--- src/rtl/fetch_sequencer_pkg.sv ---
// Shared definitions for the instruction fetch sequencer.
//  - fetch_state_t : sequencer FSM states
//  - INSTR_W/LINE_W: instruction and memory-line widths
//  - RV opcode constants shared with the decode stage
//  - is_zero_instr : all-zero instruction detect, used as the halt marker
package fetch_sequencer_pkg;

    localparam int INSTR_W = 32;
    localparam int LINE_W  = 64;

    typedef enum logic [2:0] {
        IDLE,
        REQ,
        WAIT,
        ISSUE,
        HALT
    } fetch_state_t;

    // RV64IM major opcodes (instr[6:0])
    localparam logic [6:0] OPC_LOAD     = 7'b0000011;
    localparam logic [6:0] OPC_MISC_MEM = 7'b0001111;
    localparam logic [6:0] OPC_OP_IMM   = 7'b0010011;
    localparam logic [6:0] OPC_AUIPC    = 7'b0010111;
    localparam logic [6:0] OPC_OP_IMM32 = 7'b0011011;
    localparam logic [6:0] OPC_STORE    = 7'b0100011;
    localparam logic [6:0] OPC_OP       = 7'b0110011;
    localparam logic [6:0] OPC_LUI      = 7'b0110111;
    localparam logic [6:0] OPC_OP32     = 7'b0111011;
    localparam logic [6:0] OPC_BRANCH   = 7'b1100011;
    localparam logic [6:0] OPC_JALR     = 7'b1100111;
    localparam logic [6:0] OPC_JAL      = 7'b1101111;
    localparam logic [6:0] OPC_SYSTEM   = 7'b1110011;

    function automatic logic is_zero_instr(input logic [INSTR_W-1:0] word);
        return word == '0;
    endfunction

endpackage

--- src/rtl/fetch_sequencer_if.sv ---
// Memory-port and decode-port signals of the fetch sequencer.
//  req_valid/req_addr/req_ready : line request handshake (sequencer -> memory)
//  resp_valid/resp_data         : one-cycle line response (memory -> sequencer)
//  dec_valid/dec_instr/dec_pc/dec_ready : instruction handshake (sequencer -> decoder)
// Modport master is the sequencer side, slave the memory/decoder side.
interface fetch_sequencer_if #(
    parameter int ADDR_W = 64
);
    logic              req_valid;
    logic [ADDR_W-1:0] req_addr;
    logic              req_ready;
    logic              resp_valid;
    logic [63:0]       resp_data;
    logic              dec_valid;
    logic [31:0]       dec_instr;
    logic [ADDR_W-1:0] dec_pc;
    logic              dec_ready;

    modport master (
        output req_valid, req_addr, dec_valid, dec_instr, dec_pc,
        input  req_ready, resp_valid, resp_data, dec_ready
    );

    modport slave (
        input  req_valid, req_addr, dec_valid, dec_instr, dec_pc,
        output req_ready, resp_valid, resp_data, dec_ready
    );
endinterface

--- src/rtl/fetch_sequencer_line_buf.sv ---
// Holds the most recently fetched 64-bit line and selects one 32-bit half.
//  clk       in  : clock
//  load      in  : capture line_in on this edge
//  line_in   in  : line from memory ([31:0] = PC+0, [63:32] = PC+4)
//  sel       in  : 0 lower word, 1 upper word
//  word      out : selected instruction word
//  word_zero out : selected word is all zero
module fetch_sequencer_line_buf
    import fetch_sequencer_pkg::*;
(
    input  logic               clk,
    input  logic               load,
    input  logic [LINE_W-1:0]  line_in,
    input  logic               sel,
    output logic [INSTR_W-1:0] word,
    output logic               word_zero
);
    // Data-only register: it is always reloaded before being read.
    logic [LINE_W-1:0] line;

    always_ff @(posedge clk) begin
        if (load) begin
            line <= line_in;
        end
    end

    assign word      = sel ? line[LINE_W-1:INSTR_W] : line[INSTR_W-1:0];
    assign word_zero = is_zero_instr(word);

endmodule

--- src/rtl/fetch_sequencer.sv ---
// Fetch sequencer: requests 64-bit lines one at a time, splits each into two
// 32-bit instructions and hands them to the decoder in PC order.
//  clk, reset          : clock, synchronous active-high reset
//  start, entry_pc     : begin fetching at entry_pc (from IDLE/HALT)
//  bus (master)        : memory request/response and decoder handshake
//  redirect_valid/_pc  : flush and refetch from redirect_pc
//  halted              : sticky, set when an all-zero instruction is reached
//  issue_count         : instructions accepted by the decoder (wraps)
module fetch_sequencer
    import fetch_sequencer_pkg::*;
#(
    parameter int ADDR_W       = 64,
    parameter bit HALT_ON_ZERO = 1'b1
) (
    input  logic              clk,
    input  logic              reset,
    input  logic              start,
    input  logic [ADDR_W-1:0] entry_pc,
    fetch_sequencer_if.master bus,
    input  logic              redirect_valid,
    input  logic [ADDR_W-1:0] redirect_pc,
    output logic              halted,
    output logic [31:0]       issue_count
);
    localparam logic [ADDR_W-1:0] PC_MASK = ~ADDR_W'(3);

    fetch_state_t       state, state_next;
    logic [ADDR_W-1:0]  pc, pc_next;
    logic               drop, drop_next;
    logic               halted_next;
    logic [31:0]        count_next;
    logic               dec_valid_next;
    logic [31:0]        dec_instr_next;
    logic [ADDR_W-1:0]  dec_pc_next;

    logic               line_load;
    logic               buf_sel;
    logic [INSTR_W-1:0] word;
    logic               word_zero;
    logic               redirect_active;
    logic               req_fire;
    logic               dec_accept;

    // While an instruction is held, the only next word that can be needed
    // is the upper half of the same line.
    assign buf_sel = bus.dec_valid ? 1'b1 : pc[2];

    fetch_sequencer_line_buf u_line_buf (
        .clk       (clk),
        .load      (line_load),
        .line_in   (bus.resp_data),
        .sel       (buf_sel),
        .word      (word),
        .word_zero (word_zero)
    );

    assign redirect_active = redirect_valid &&
                             (state == REQ || state == WAIT || state == ISSUE);
    assign req_fire        = bus.req_valid && bus.req_ready;
    assign dec_accept      = bus.dec_valid && bus.dec_ready;
    assign line_load       = (state == WAIT) && bus.resp_valid && !drop && !redirect_active;

    always_comb begin
        state_next     = state;
        pc_next        = pc;
        drop_next      = drop;
        halted_next    = halted;
        count_next     = issue_count;
        dec_valid_next = bus.dec_valid;
        dec_instr_next = bus.dec_instr;
        dec_pc_next    = bus.dec_pc;

        // An accepted instruction counts even if a redirect lands this cycle.
        if (dec_accept) begin
            count_next = issue_count + 32'd1;
        end

        unique case (state)
            IDLE, HALT: begin
                if (start) begin
                    pc_next     = entry_pc & PC_MASK;
                    halted_next = 1'b0;
                    state_next  = REQ;
                end
            end
            REQ: begin
                if (req_fire) begin
                    state_next = WAIT;
                end
            end
            WAIT: begin
                if (bus.resp_valid) begin
                    if (drop) begin
                        drop_next  = 1'b0;
                        state_next = REQ;
                    end else begin
                        state_next = ISSUE;
                    end
                end
            end
            ISSUE: begin
                if (!bus.dec_valid) begin
                    // Freshly captured line: present the half selected by pc[2].
                    if (word_zero && HALT_ON_ZERO) begin
                        halted_next = 1'b1;
                        state_next  = HALT;
                    end else begin
                        dec_valid_next = 1'b1;
                        dec_instr_next = word;
                        dec_pc_next    = pc;
                    end
                end else if (bus.dec_ready) begin
                    pc_next = pc + ADDR_W'(4);
                    if (!pc[2]) begin
                        // Lower half accepted: upper half follows with no bubble.
                        if (word_zero && HALT_ON_ZERO) begin
                            dec_valid_next = 1'b0;
                            halted_next    = 1'b1;
                            state_next     = HALT;
                        end else begin
                            dec_instr_next = word;
                            dec_pc_next    = pc + ADDR_W'(4);
                        end
                    end else begin
                        dec_valid_next = 1'b0;
                        state_next     = REQ;
                    end
                end
            end
            default: state_next = IDLE;
        endcase

        if (redirect_active) begin
            pc_next        = redirect_pc & PC_MASK;
            dec_valid_next = 1'b0;
            halted_next    = halted;
            state_next     = REQ;
            // A request left outstanding must have its response discarded. In
            // WAIT, a response arriving this very cycle retires it instead.
            if (state == WAIT) begin
                drop_next = !bus.resp_valid;
            end else if (state == REQ && req_fire) begin
                drop_next = 1'b1;
            end
        end
    end

    always_ff @(posedge clk) begin
        if (reset) begin
            state         <= IDLE;
            pc            <= '0;
            drop          <= 1'b0;
            halted        <= 1'b0;
            issue_count   <= '0;
            bus.req_valid <= 1'b0;
            bus.req_addr  <= '0;
            bus.dec_valid <= 1'b0;
            bus.dec_instr <= '0;
            bus.dec_pc    <= '0;
        end else begin
            state         <= state_next;
            pc            <= pc_next;
            drop          <= drop_next;
            halted        <= halted_next;
            issue_count   <= count_next;
            bus.dec_valid <= dec_valid_next;
            bus.dec_instr <= dec_instr_next;
            bus.dec_pc    <= dec_pc_next;
            bus.req_valid <= (state_next == REQ);
            if (state_next == REQ) begin
                bus.req_addr <= {pc_next[ADDR_W-1:3], 3'b000};
            end
        end
    end

endmodule

--- src/flat_wrapper.sv ---
// flat-port wrapper written by rule: the top's interface ports become plain ports
module fetch_sequencer_flat import fetch_sequencer_pkg::*;
#(
    parameter int ADDR_W       = 64,
    parameter bit HALT_ON_ZERO = 1'b1
)
  (clk, reset, start, entry_pc, redirect_valid, redirect_pc, halted, issue_count, bus_req_valid, bus_req_addr, bus_dec_valid, bus_dec_instr, bus_dec_pc, bus_req_ready, bus_resp_valid, bus_resp_data, bus_dec_ready);
  fetch_sequencer_if #(.ADDR_W(ADDR_W)) bus_i ();
  input  logic clk;
  input  logic reset;
  input  logic start;
  input  logic [ADDR_W-1:0] entry_pc;
  input  logic redirect_valid;
  input  logic [ADDR_W-1:0] redirect_pc;
  output logic halted;
  output logic [31:0] issue_count;
  output wire logic [$bits(bus_i.req_valid)-1:0] bus_req_valid;
  output wire logic [$bits(bus_i.req_addr)-1:0] bus_req_addr;
  output wire logic [$bits(bus_i.dec_valid)-1:0] bus_dec_valid;
  output wire logic [$bits(bus_i.dec_instr)-1:0] bus_dec_instr;
  output wire logic [$bits(bus_i.dec_pc)-1:0] bus_dec_pc;
  input wire logic [$bits(bus_i.req_ready)-1:0] bus_req_ready;
  input wire logic [$bits(bus_i.resp_valid)-1:0] bus_resp_valid;
  input wire logic [$bits(bus_i.resp_data)-1:0] bus_resp_data;
  input wire logic [$bits(bus_i.dec_ready)-1:0] bus_dec_ready;
  assign bus_req_valid = bus_i.req_valid;
  assign bus_req_addr = bus_i.req_addr;
  assign bus_dec_valid = bus_i.dec_valid;
  assign bus_dec_instr = bus_i.dec_instr;
  assign bus_dec_pc = bus_i.dec_pc;
  assign bus_i.req_ready = bus_req_ready;
  assign bus_i.resp_valid = bus_resp_valid;
  assign bus_i.resp_data = bus_resp_data;
  assign bus_i.dec_ready = bus_dec_ready;
  fetch_sequencer #(.ADDR_W(ADDR_W), .HALT_ON_ZERO(HALT_ON_ZERO)) u_core (.clk(clk), .reset(reset), .start(start), .entry_pc(entry_pc), .bus(bus_i), .redirect_valid(redirect_valid), .redirect_pc(redirect_pc), .halted(halted), .issue_count(issue_count));
endmodule
--- config.mk ---
export PLATFORM = sky130hd
export DESIGN_NAME = fetch_sequencer_flat
export DESIGN_NICKNAME = d
export VERILOG_FILES = /design/src/rtl/fetch_sequencer_pkg.sv /design/src/rtl/fetch_sequencer_if.sv /design/src/rtl/fetch_sequencer_line_buf.sv /design/src/rtl/fetch_sequencer.sv /design/src/flat_wrapper.sv
export SDC_FILE = /design/constraint.sdc
export NUM_CORES = 1
export LEC_CHECK = 0
export ABC_AREA = 1
export ABC_CLOCK_PERIOD_IN_PS = 12330
export BUFFER_PORTS_ARGS = -buffer_cell sky130_fd_sc_hd__buf_4
export CAP_MARGIN = 25
export CORE_MARGIN = 2
export CORE_UTILIZATION = 45
export CTS_CLUSTER_DIAMETER = 100
export DETAILED_ROUTE_END_ITERATION = 12
export HOLD_SLACK_MARGIN = 0.06
export PLACE_DENSITY = 0.71
export SYNTH_ARGS = -nofsm -noshare
export SYNTH_HDL_FRONTEND = slang
export SYNTH_SLANG_ARGS = --single-unit
export TNS_END_PERCENT = 1
--- constraint.sdc ---
create_clock -name clk -period 12.33 [get_ports clk]
set_input_delay 0.6165 -clock clk [delete_from_list [all_inputs] [get_ports clk]]
set_output_delay 0.6165 -clock clk [all_outputs]
set_load 0.01 [all_outputs]
==> summary.md <==
| Metric | Value |
|---|---|
| Outcome | `complete, no violations` |
| CTS Buf Count | `35` |
| Antenna-violating nets left | `0` |
| Sequential area share after synthesis | `41.7%` |
| Family with the most delay on the worst path | `simple AND/OR/NAND/NOR gates` |
| Synth Instances | `2,508` |
| CP max stage delay | `850 ps` |
| Row count | `71` |
| Die area | `39,600 sq um` |
| Critical path class | `flip-flop to flip-flop` |
| Synth area leaders | `dfxtp_1 30%, nand2_1 16%, edfxtp_1 11%` |
| Post-CTS Setup Inserts | `0` |
| DRT iter0 DRCs | `1,754` |
| CP Capture Point | `u_core.bus.req_addr[17]` |
| Final setup violating endpoints | `0` |
| DRC | `0` |
| Placed cell areas | `20,200 sq um` |
| Worst Reg2Reg Path Length in Cells | `17` |
| Antenna cells | `0` |
| Slew @ Worst Pin | `1010 ps` |
| Seq pwr share | `42.8%` |
| Die X | `199 um` |
| HPWL after DPL | `47,900 um` |
| Most instantiated cells after synthesis | `730 x nand2_1, 299 x nor2_1, 260 x dfxtp_1` |
| Cell area power density | `137 nW/um^2` |
| Gr ovfl total | `0` |
| Vias in the first global route | `16,986` |
| Clock share of power | `35.9%` |
| Largest family of logic cells by synthesized area | `simple AND/OR/NAND/NOR gates` |
| Top-count cell post-synth | `nand2_1` |
| Max Slew Vio Count | `0` |
| Fin. Hold Viols | `0` |
| Worst R2R Setup Slack | `8060 ps` |
| Initial Util | `45.5%` |
| Crit path max fanout | `82` |
| Predominant post-synthesis flop cell | `dfxtp_1` |
| Max-cap viol count | `0` |
| Clock Pin Slew Worst Setup and Hold Paths | `70 ps` |
| Clk root buf | `clkbuf_16` |
| Top cell by count, worst path | `nand2_1` |
| Post-synth EDFFs | `64` |
| Asr flop ratio synth | `0%` |
| Final period demand of the worst path | `4270 ps` |
| Crit path DAT | `4710 ps` |
| Max Buffers Root-to-Sink | `3` |
| I/O Buffers | `386` |
| Crit path depth | `17` |
| Area of the multi-input gates | `8530 sq um` |
| Reg2reg end | `u_core.bus.req_addr[17]` |
| Post-synthesis compound-gate area fraction | `15.5%` |
| Adder-cell area share of the yosys netlist | `0.293%` |
| Worst-Skew Late Latency | `560 ps` |
| Leak pwr | `9.02 nW` |
| Hold buffers post-CTS | `0` |
| Req. time, crit path | `12,770 ps` |
| Synth Area in XOR/XNOR | `2.05%` |
| Clock sink count | `324` |
| Total Wirelength | `65,200 um` |
| First-pass GRT wire length | `98,500 um` |
| P_sw | `0.931 mW` |
| Post-synth cell types | `50` |
| Period utilisation layout | `34.6%` |
| Layout cell share with drive strength beyond 1 | `18.5%` |
| CP max stage cell | `nand2_4` |
| Fraction of power spent switching nets | `31.8%` |
| Simple-gate area share of the yosys netlist | `31.9%` |
| Worst r2r src | `u_core.bus.dec_valid` |
| Gr usage total | `32.6%` |
| Die outline height | `199 um` |
| Setup TNS | `0 ps` |
| VDD IR max | `0.113 mV` |
| Final Cell Area | `21,300 sq um` |
| Via Count | `18,356` |
| # resized after CTS | `0` |
| Power share of the combinational group | `21.3%` |
| Yosys warning count | `0` |
| Reg area | `7130 sq um` |
| CP Buf/Inv Count | `3` |
| Rel. slew slack | `32.4%` |
| HP Class | `primary input to flip-flop` |
| Layout area overhead | `24.8%` |
| Internal power | `1.99 mW` |
| Post-Syn Area | `17,100 sq um` |
| Pre-antenna DRT Iters | `6` |
| Area leader, netlist | `dfxtp_1` |
| #FFs+latches synth | `324` |
| CTS tree | `built` |
| Core Region | `37,600 sq um` |
| Post-Syn Area per Cell | `6.82 sq um` |
| Multiplexer share of the synthesized area | `0%` |
| Final net count | `3,022` |
| Boundary Pins | `394` |
| Top cell type's share of synthesized area | `30.4%` |
| RSZ-0062 raised after global routing | `false` |
| Critical Path Source | `u_core.bus.dec_valid` |
| Final Skew | `26.3 ps` |
| FMAX | `234 MHz` |
| Antenna violations before repair | `0` |
| Filler cell count in the final layout | `3,646` |
| Critical Path, Cell by Cell | `clkinv_1 -> buf_4 -> ha_1 -> buf_4 -> nand2_1 -> o21ai_1 -> nand2_1 -> nor2_1 -> nand2_1 -> nor2_2 -> nand2_2 -> nand2_2 -> nand3_4 -> nand2_4 -> nand2_1 -> nand2_1 -> nor2_1` |
| CTS HTree Levels | `2` |
| Startpoint types | `flip-flop` |
| Via/cell ratio | `5.47` |
| Final Util | `56.8%` |
| Crit end category | `flip-flop` |
| Pin count of the biggest net entering global routing | `88` |
| Final RePlAce weighted congestion | `1.00` |
| WL/cell | `19.5 um` |
-- flip-flops by register name, indices dropped and copies added (netlist names) --
| register | flops |
|---|---|
| u_core.halted | 1 |
| u_core.bus.dec_valid | 1 |
| u_core.state | 3 |
| u_core.drop | 1 |
| u_core.bus.dec_pc | 64 |
| u_core.issue_count | 32 |
| u_core.bus.req_valid | 1 |
| u_core.bus.req_addr | 61 |
| u_core.u_line_buf.line | 64 |
| u_core.bus.dec_instr | 32 |
| u_core.pc | 64 |
-- placed cells by master, fill, tap and decap left out, types with 34 or more instances in the layout --
cell,count
nand2_1,730
edfxtp_1,64
o21ai_0,117
nand3_1,117
a21oi_1,242
xor2_1,36
inv_1,221
nand4_1,34
dfxtp_1,259
buf_4,402
or2_2,43
nor2_1,299
clkbuf_16,35
-- metrics by stage --
| step | power [mW] | std cells | setup WS [ps] | hold slack, ps |
|---|---|---|---|---|
| after floorplan | 1.62 | 2510 | 6190 | 425 |
| after global placement | 1.87 | 3291 | 7640 | 430 |
| after detailed placement | 1.89 | 3292 | 7500 | 442 |
| after CTS | 2.93 | 3353 | 7490 | 219 |
| after global routing | 3.06 | 3354 | 7610 | 218 |
| final | 2.93 | 3354 | 8060 | 232 |
-- how the worst min path moves through the flow --
stage	endpoint	cells past startpoint	start	slack (ps)
after floorplan	u_core.pc[0]	2	u_core.pc[0]	420
after global placement	u_core.pc[0]	2	u_core.pc[0]	430
after detailed placement	u_core.pc[1]	2	u_core.pc[1]	440
after CTS	u_core.u_line_buf.line[1]	1	bus_resp_data[1]	220
after global routing	u_core.u_line_buf.line[32]	1	bus_resp_data[32]	220
final	u_core.u_line_buf.line[53]	1	bus_resp_data[53]	230
-- power groups by stage --
stage | registers [mW] | logic, mW | clock network [mW]
final | 1.25 | 0.622 | 1.05
after global routing | 1.26 | 0.693 | 1.11
after CTS | 1.25 | 0.618 | 1.06
after detailed placement | 1.27 | 0.615 | 0
after global placement | 1.27 | 0.605 | 0
after floorplan | 1.26 | 0.359 | 0
-- layout make-up --
class                      count  area share (%)
multi-input combinational   1823            40.0
clock inverter                13           0.704
sequential                   324            33.4
clock buffer                  48            4.52
timing repair buffer         404            14.3
inverter                     231            4.08
tap                          511            3.00
-- per-layer routing --
metal | part of all wire, % | wire length [um] | GRT usage, %
met1 | 42 | 27600 | 44.9
met2 | 44 | 28800 | 50.4
met3 | 11 | 6990 | 7.95
met4 | 2.9 | 1900 | 9.98
met5 | 0 | 0 | 0
-- cells by family (layout without fill, tap and decap cells) --
| family | Yosys count | count (layout) |
|---|---|---|
| DFF | 324 | 324 |
| and+or+nand+nor | 1304 | 1304 |
| buffers and inverters | 363 | 696 |
| adders and majority gates | 4 | 4 |
| AOI/OAI and AO/OA | 472 | 472 |
| other | 1 | 3 |
| xor gates and xnor gates | 40 | 40 |
-- worst register-to-register path, cell delays in order, from the launching register on --
cell      delay (ps)
dfxtp_2          320
clkinv_1          30
buf_4            440
ha_1             240
buf_4            400
nand2_1          150
o21ai_1          110
nand2_1           90
nor2_1           120
nand2_1           70
nor2_2           220
nand2_2          160
nand2_2          120
nand3_4          470
nand2_4          850
nand2_1          220
nand2_1          100
nor2_1            50
Power figures use the tool's default switching activity.
